[src/rtl/uart_pkg.sv]
// uart_pkg: state encodings, defaults and frame-length helper shared by the UART transmitter and receiver.
package uart_pkg;

    typedef enum logic [2:0] {IDLE, START, DATA, PARITY, STOP} uart_state_e;

    localparam int CLKS_PER_BIT_DEF = 16;

    // Clock cycles from the first START cycle to the first IDLE cycle.
    function automatic int frame_len(input int clks_per_bit, input int parity_en, input int stop_bits);
        return clks_per_bit * (1 + 8 + parity_en + stop_bits);
    endfunction

endpackage

[src/rtl/uart_baud_cnt.sv]
// uart_baud_cnt: counts 0..CLKS_PER_BIT-1 and flags the last cycle of each serial bit.
module uart_baud_cnt #(
    parameter int CLKS_PER_BIT = 16
) (
    input  logic clk,
    input  logic arstn,
    input  logic clr_i,
    output logic tick_o
);
    localparam int W = $clog2(CLKS_PER_BIT);

    logic [W-1:0] cnt_q, cnt_d;

    assign tick_o = cnt_q == W'(CLKS_PER_BIT - 1);

    always_comb cnt_d = (clr_i || tick_o) ? '0 : cnt_q + 1'b1;

    always_ff @(posedge clk or negedge arstn) begin
        if (!arstn) cnt_q <= '0;
        else        cnt_q <= cnt_d;
    end

endmodule

[src/rtl/uart_tx.sv]
// uart_tx: serializes a handshaked byte as start, 8 data bits LSB first, optional parity, stop bit(s).
module uart_tx
    import uart_pkg::*;
#(
    parameter int CLKS_PER_BIT = CLKS_PER_BIT_DEF,
    parameter int PARITY_EN    = 1,
    parameter int PARITY_ODD   = 0,
    parameter int STOP_BITS    = 1
) (
    input  logic       clk,
    input  logic       arstn,
    input  logic       en,
    input  logic [7:0] data_in,
    input  logic       data_valid,
    output logic       ready,
    output logic       q,
    output logic       active,
    output logic       done
);
    uart_state_e state_q, state_d;
    logic [2:0]  bit_q, bit_d;
    logic [7:0]  shift_q, shift_d;
    logic        par_q, par_d;
    logic        q_q, q_d;
    logic        ready_q, ready_d;
    logic        active_q, active_d;
    logic        done_q, done_d;
    logic        tick;

    uart_baud_cnt #(.CLKS_PER_BIT(CLKS_PER_BIT)) u_baud (
        .clk   (clk),
        .arstn (arstn),
        .clr_i (state_q == IDLE),
        .tick_o(tick)
    );

    always_comb begin
        state_d = state_q;
        bit_d   = bit_q;
        shift_d = shift_q;
        par_d   = par_q;
        case (state_q)
            IDLE: if (ready_q && data_valid) begin
                state_d = START;
                shift_d = data_in;
                par_d   = ^data_in ^ (PARITY_ODD != 0);
            end
            START: if (tick) begin
                state_d = DATA;
                bit_d   = 3'd0;
            end
            DATA: if (tick) begin
                shift_d = shift_q >> 1;
                bit_d   = bit_q + 3'd1;
                if (bit_q == 3'd7) begin
                    state_d = (PARITY_EN != 0) ? PARITY : STOP;
                    bit_d   = 3'd0;
                end
            end
            PARITY: if (tick) state_d = STOP;
            STOP: if (tick) begin
                bit_d = bit_q + 3'd1;
                if (bit_q == 3'(STOP_BITS - 1)) begin
                    state_d = IDLE;
                    bit_d   = 3'd0;
                end
            end
            default: state_d = IDLE;
        endcase
        // Outputs are decoded from next-state values so the registers line up with the state.
        q_d      = state_d == START ? 1'b0 : state_d == DATA ? shift_d[0] : state_d == PARITY ? par_d : 1'b1;
        ready_d  = state_d == IDLE && en;
        active_d = state_d != IDLE;
        done_d   = state_q == STOP && state_d == IDLE;
    end

    always_ff @(posedge clk or negedge arstn) begin
        if (!arstn) begin
            state_q  <= IDLE;
            bit_q    <= '0;
            shift_q  <= '0;
            par_q    <= 1'b0;
            q_q      <= 1'b1;
            ready_q  <= 1'b0;
            active_q <= 1'b0;
            done_q   <= 1'b0;
        end else begin
            state_q  <= state_d;
            bit_q    <= bit_d;
            shift_q  <= shift_d;
            par_q    <= par_d;
            q_q      <= q_d;
            ready_q  <= ready_d;
            active_q <= active_d;
            done_q   <= done_d;
        end
    end

    assign ready  = ready_q;
    assign q      = q_q;
    assign active = active_q;
    assign done   = done_q;

endmodule

[config.mk]
export PLATFORM = sky130hd
export DESIGN_NAME = uart_tx
export DESIGN_NICKNAME = d
export VERILOG_FILES = /design/src/rtl/uart_pkg.sv /design/src/rtl/uart_baud_cnt.sv /design/src/rtl/uart_tx.sv
export SDC_FILE = /design/constraint.sdc
export NUM_CORES = 1
export LEC_CHECK = 0
export BUFFER_PORTS_ARGS = -buffer_cell sky130_fd_sc_hd__buf_2
export CORE_MARGIN = 2
export CORE_UTILIZATION = 55
export CTS_CLUSTER_DIAMETER = 150
export DETAILED_ROUTE_END_ITERATION = 7
export GPL_ROUTABILITY_DRIVEN = 1
export GPL_TIMING_DRIVEN = 0
export PLACE_DENSITY = 0.81
export SLEW_MARGIN = 5
export SYNTH_ARGS = -nofsm -noshare
export SYNTH_HDL_FRONTEND = slang
export SYNTH_SLANG_ARGS = --single-unit
[constraint.sdc]
create_clock -name clk -period 2 [get_ports clk]
set_clock_uncertainty 0.05 [all_clocks]
set_input_delay 0 -clock clk [delete_from_list [all_inputs] [get_ports clk]]
set_output_delay 0 -clock clk [all_outputs]
set_load 0.05 [all_outputs]
==> metrics <==
status=completed; Hold Vio Cnt, Final=0; post-synthesis cell area=1230 um^2; startpoint class of the critical path=register; largest cells by area after synthesis=dfrtp_1, nand2_1, xnor2_1; DRT iter0 DRCs=15; Fmax=527 MHz; ANT cells=0; hold crit path type=input pin to register; Worst-Skew Late Latency=approximately 0.31 ns; Most used DFF post-synth=dfrtp_1; drt drc=0; DR WL/cell=between 10 and 15 um; Setup Crit Path Kind=register to register; Setup Viol. Count Final=0; setup TNS=0 ns; width of the die=51.3 um; antenna-violating nets left=0; Congestion Overflow GR=0; max cap viols=0; post-route minimum period=1.90 ns; dominant cell type by area after synthesis=dfrtp_1; Worst EP arrival=2.10 ns; FF+latch count, synth=23; Post-synth ARST share=1.00; top-count cell post-synth=dfrtp_1; post-synth top area share=0.447; largest net degree at the start of global routing=24; syn nets=142; share of layout cells above drive strength 1=0.200; slowest cell delay on critical path=0.42 ns; Most Crowded Layer GR=met2; most common library cells after synthesis=dfrtp_1, nand2_1, nor2_1, xnor2_1, a22oi_1; CP Cell Sequence=ha_1 > and3_1 > buf_6 > and3_1 > buf_6 > a22oi_2 > nor3b_1 > o21ai_1; Max VDD drop=0.716 mV; CP max-delay cell=dfrtp_1; Leakage=0.689 nW; CTS clock-pin slew for the worst setup and hold paths=0.13 ns; Worst setup EP type=register; Final #Nets=172; slew margin rel.=0.655; Total Wirelength=2500 um; Total GRT Usage=0.212; DR pass1 iterations=4; RSZ-0062 raised after global routing=no; PortBufs=15; core area=2170 um^2; Initial Util=0.567; Tcrit/Tclk final=0.950; TritonCTS clock tree=built; post-synthesis sequential area ratio=0.468; Die H=51.3 um; worst slew pin tran=0.517 ns; CTS Buf Count=3; yosys warns=0; layout overhead on the synthesized area=19.2%; row count=17; H-tree depth=1; EDFF count, synth=0; GRT met3 Usage=0.0585; half-perimeter wire length after placement=1760 um; crit path max fanout=9; Power Density=~1100 nW/um^2; first-pass GRT wire length=4000 um; Worst EP required=2.20 ns; number of global-route vias before repair=910; Via Count=964; library cells used by synthesis=36; num ports=16; Clock Path Buffers=2; Syn Inst Count=126; CTS Root Cell=clkbuf_4; vias per cell=5.27; Slew Limit Fails=0; syn_area_per_cell=9.77 um^2; hold slack=about 0.097 ns; Placer Congestion=0.856; Global Route met2 Usage=0.374; Die ar.=2630 um^2; post_cts resized=0; met1 usage=0.247; antenna violations before repair=0; TritonCTS sink count=23
[logic make-up after synthesis]
kind of cell    after synthesis  share of synthesized area
compound gates               24                      0.154
xor+xnor                      9                     0.0640
fa+ha+maj                     4                     0.0407
buf+inv                      11                     0.0467
flops                        23                      0.469
simple gates                 55                      0.226
[routing by layer]
| layer | wire [um] | vias to the layer above |
|---|---|---|
| met3 | 104 | 2 |
| met4 | 17 | 0 |
| met1 | 1120 | 443 |
| met5 | 0 | - |
| li1 | - | 495 |
| met2 | 1260 | 24 |
[registers in the layout, indices dropped and copies added, names as in the netlist]
register	flops
shift_q	8
u_baud.cnt_q	4
bit_q	3
state_q	3
active	1
done	1
par_q	1
q	1
ready	1
[power breakdown]
group	leakage, nW	internal [W]	total, W	switching (W)
Clock	0.0150	0.0000780	0.000219	0.000141
Sequential	0.291	0.000646	0.000753	0.000107
Combinational	0.383	0.000258	0.000661	0.000403
[cell usage in the layout, fill, tap and decap left out, drive strengths merged]
master and n:
o32ai 1, a31oi 2, o22ai 1, nand2 19, buf 18, dfstp 1, and3 4, nor2 12
nand2b 3, a22o 2, or2 1, nand3b 2, clkbuf 7, a221oi 1, xnor2 8, a311oi 1
o21ai 3, and2 1, dfrtp 22, a21oi 5, o211ai 1, nand3 3, nor4 1, ha 4
nor3b 3, dlygate4sd3 10, a22oi 7, or3 2, nor3 4, xor2 1, inv 5
[layout make-up]
cell class / count / area [um^2]
fillers: 172 / 702
plain buffers: 6 / 38.8
repair buffers: 25 / 175
clock buffers: 4 / 26.3
inverters: 5 / 18.8
flip-flops and latches: 23 / 577
well taps: 28 / 35.0
multi-input cells: 92 / 597
[worst max-delay path: cells and delay by family, from the launching register on]
family,cells,cell delay (ns)
AO/OA/AOI/OAI,2,0.24
adder cells (fa/ha/maj),1,0.23
buffers and inverters,2,0.27
flip-flops,1,0.42
AND/OR/NAND/NOR,3,0.63
[through the flow]
step	instance area, um^2	total power (W)	util	instances	worst slack, ns
final	1470	0.00163	0.676	183	0.101
after floorplan	1230	0.00124	-	126	0.265
after global placement	1340	0.00137	0.618	169	0.201
after CTS	1470	0.00164	0.676	183	0.0966
after global routing	1470	0.00176	0.676	183	0.00379
after detailed placement	1340	0.00141	0.618	169	0.122
[what timing repair did]
item	4_1_cts	5_1_grt
setup buffers	0	0
endpoints found under the hold margin	32	0
setup endpoints to repair	0	0
hold buffers	10	0
[worst paths after layout]
| kind | start | cells past startpoint | slack (ns) | to |
|---|---|---|---|---|
| min in group asynchronous | arstn | 2 | 0.13 | shift_q[7] |
| hold reg to reg | u_baud.cnt_q[0] | 1 | 0.42 | u_baud.cnt_q[0] |
| hold / removal | data_valid | 4 | 0.1 | state_q[0] |
| setup reg to reg | u_baud.cnt_q[0] | 8 | 0.10 | q |
| max in group asynchronous | arstn | 2 | 1.41 | q |
| setup / recovery | u_baud.cnt_q[0] | 8 | 0.10 | q |
(Power assumes the default switching activity.)
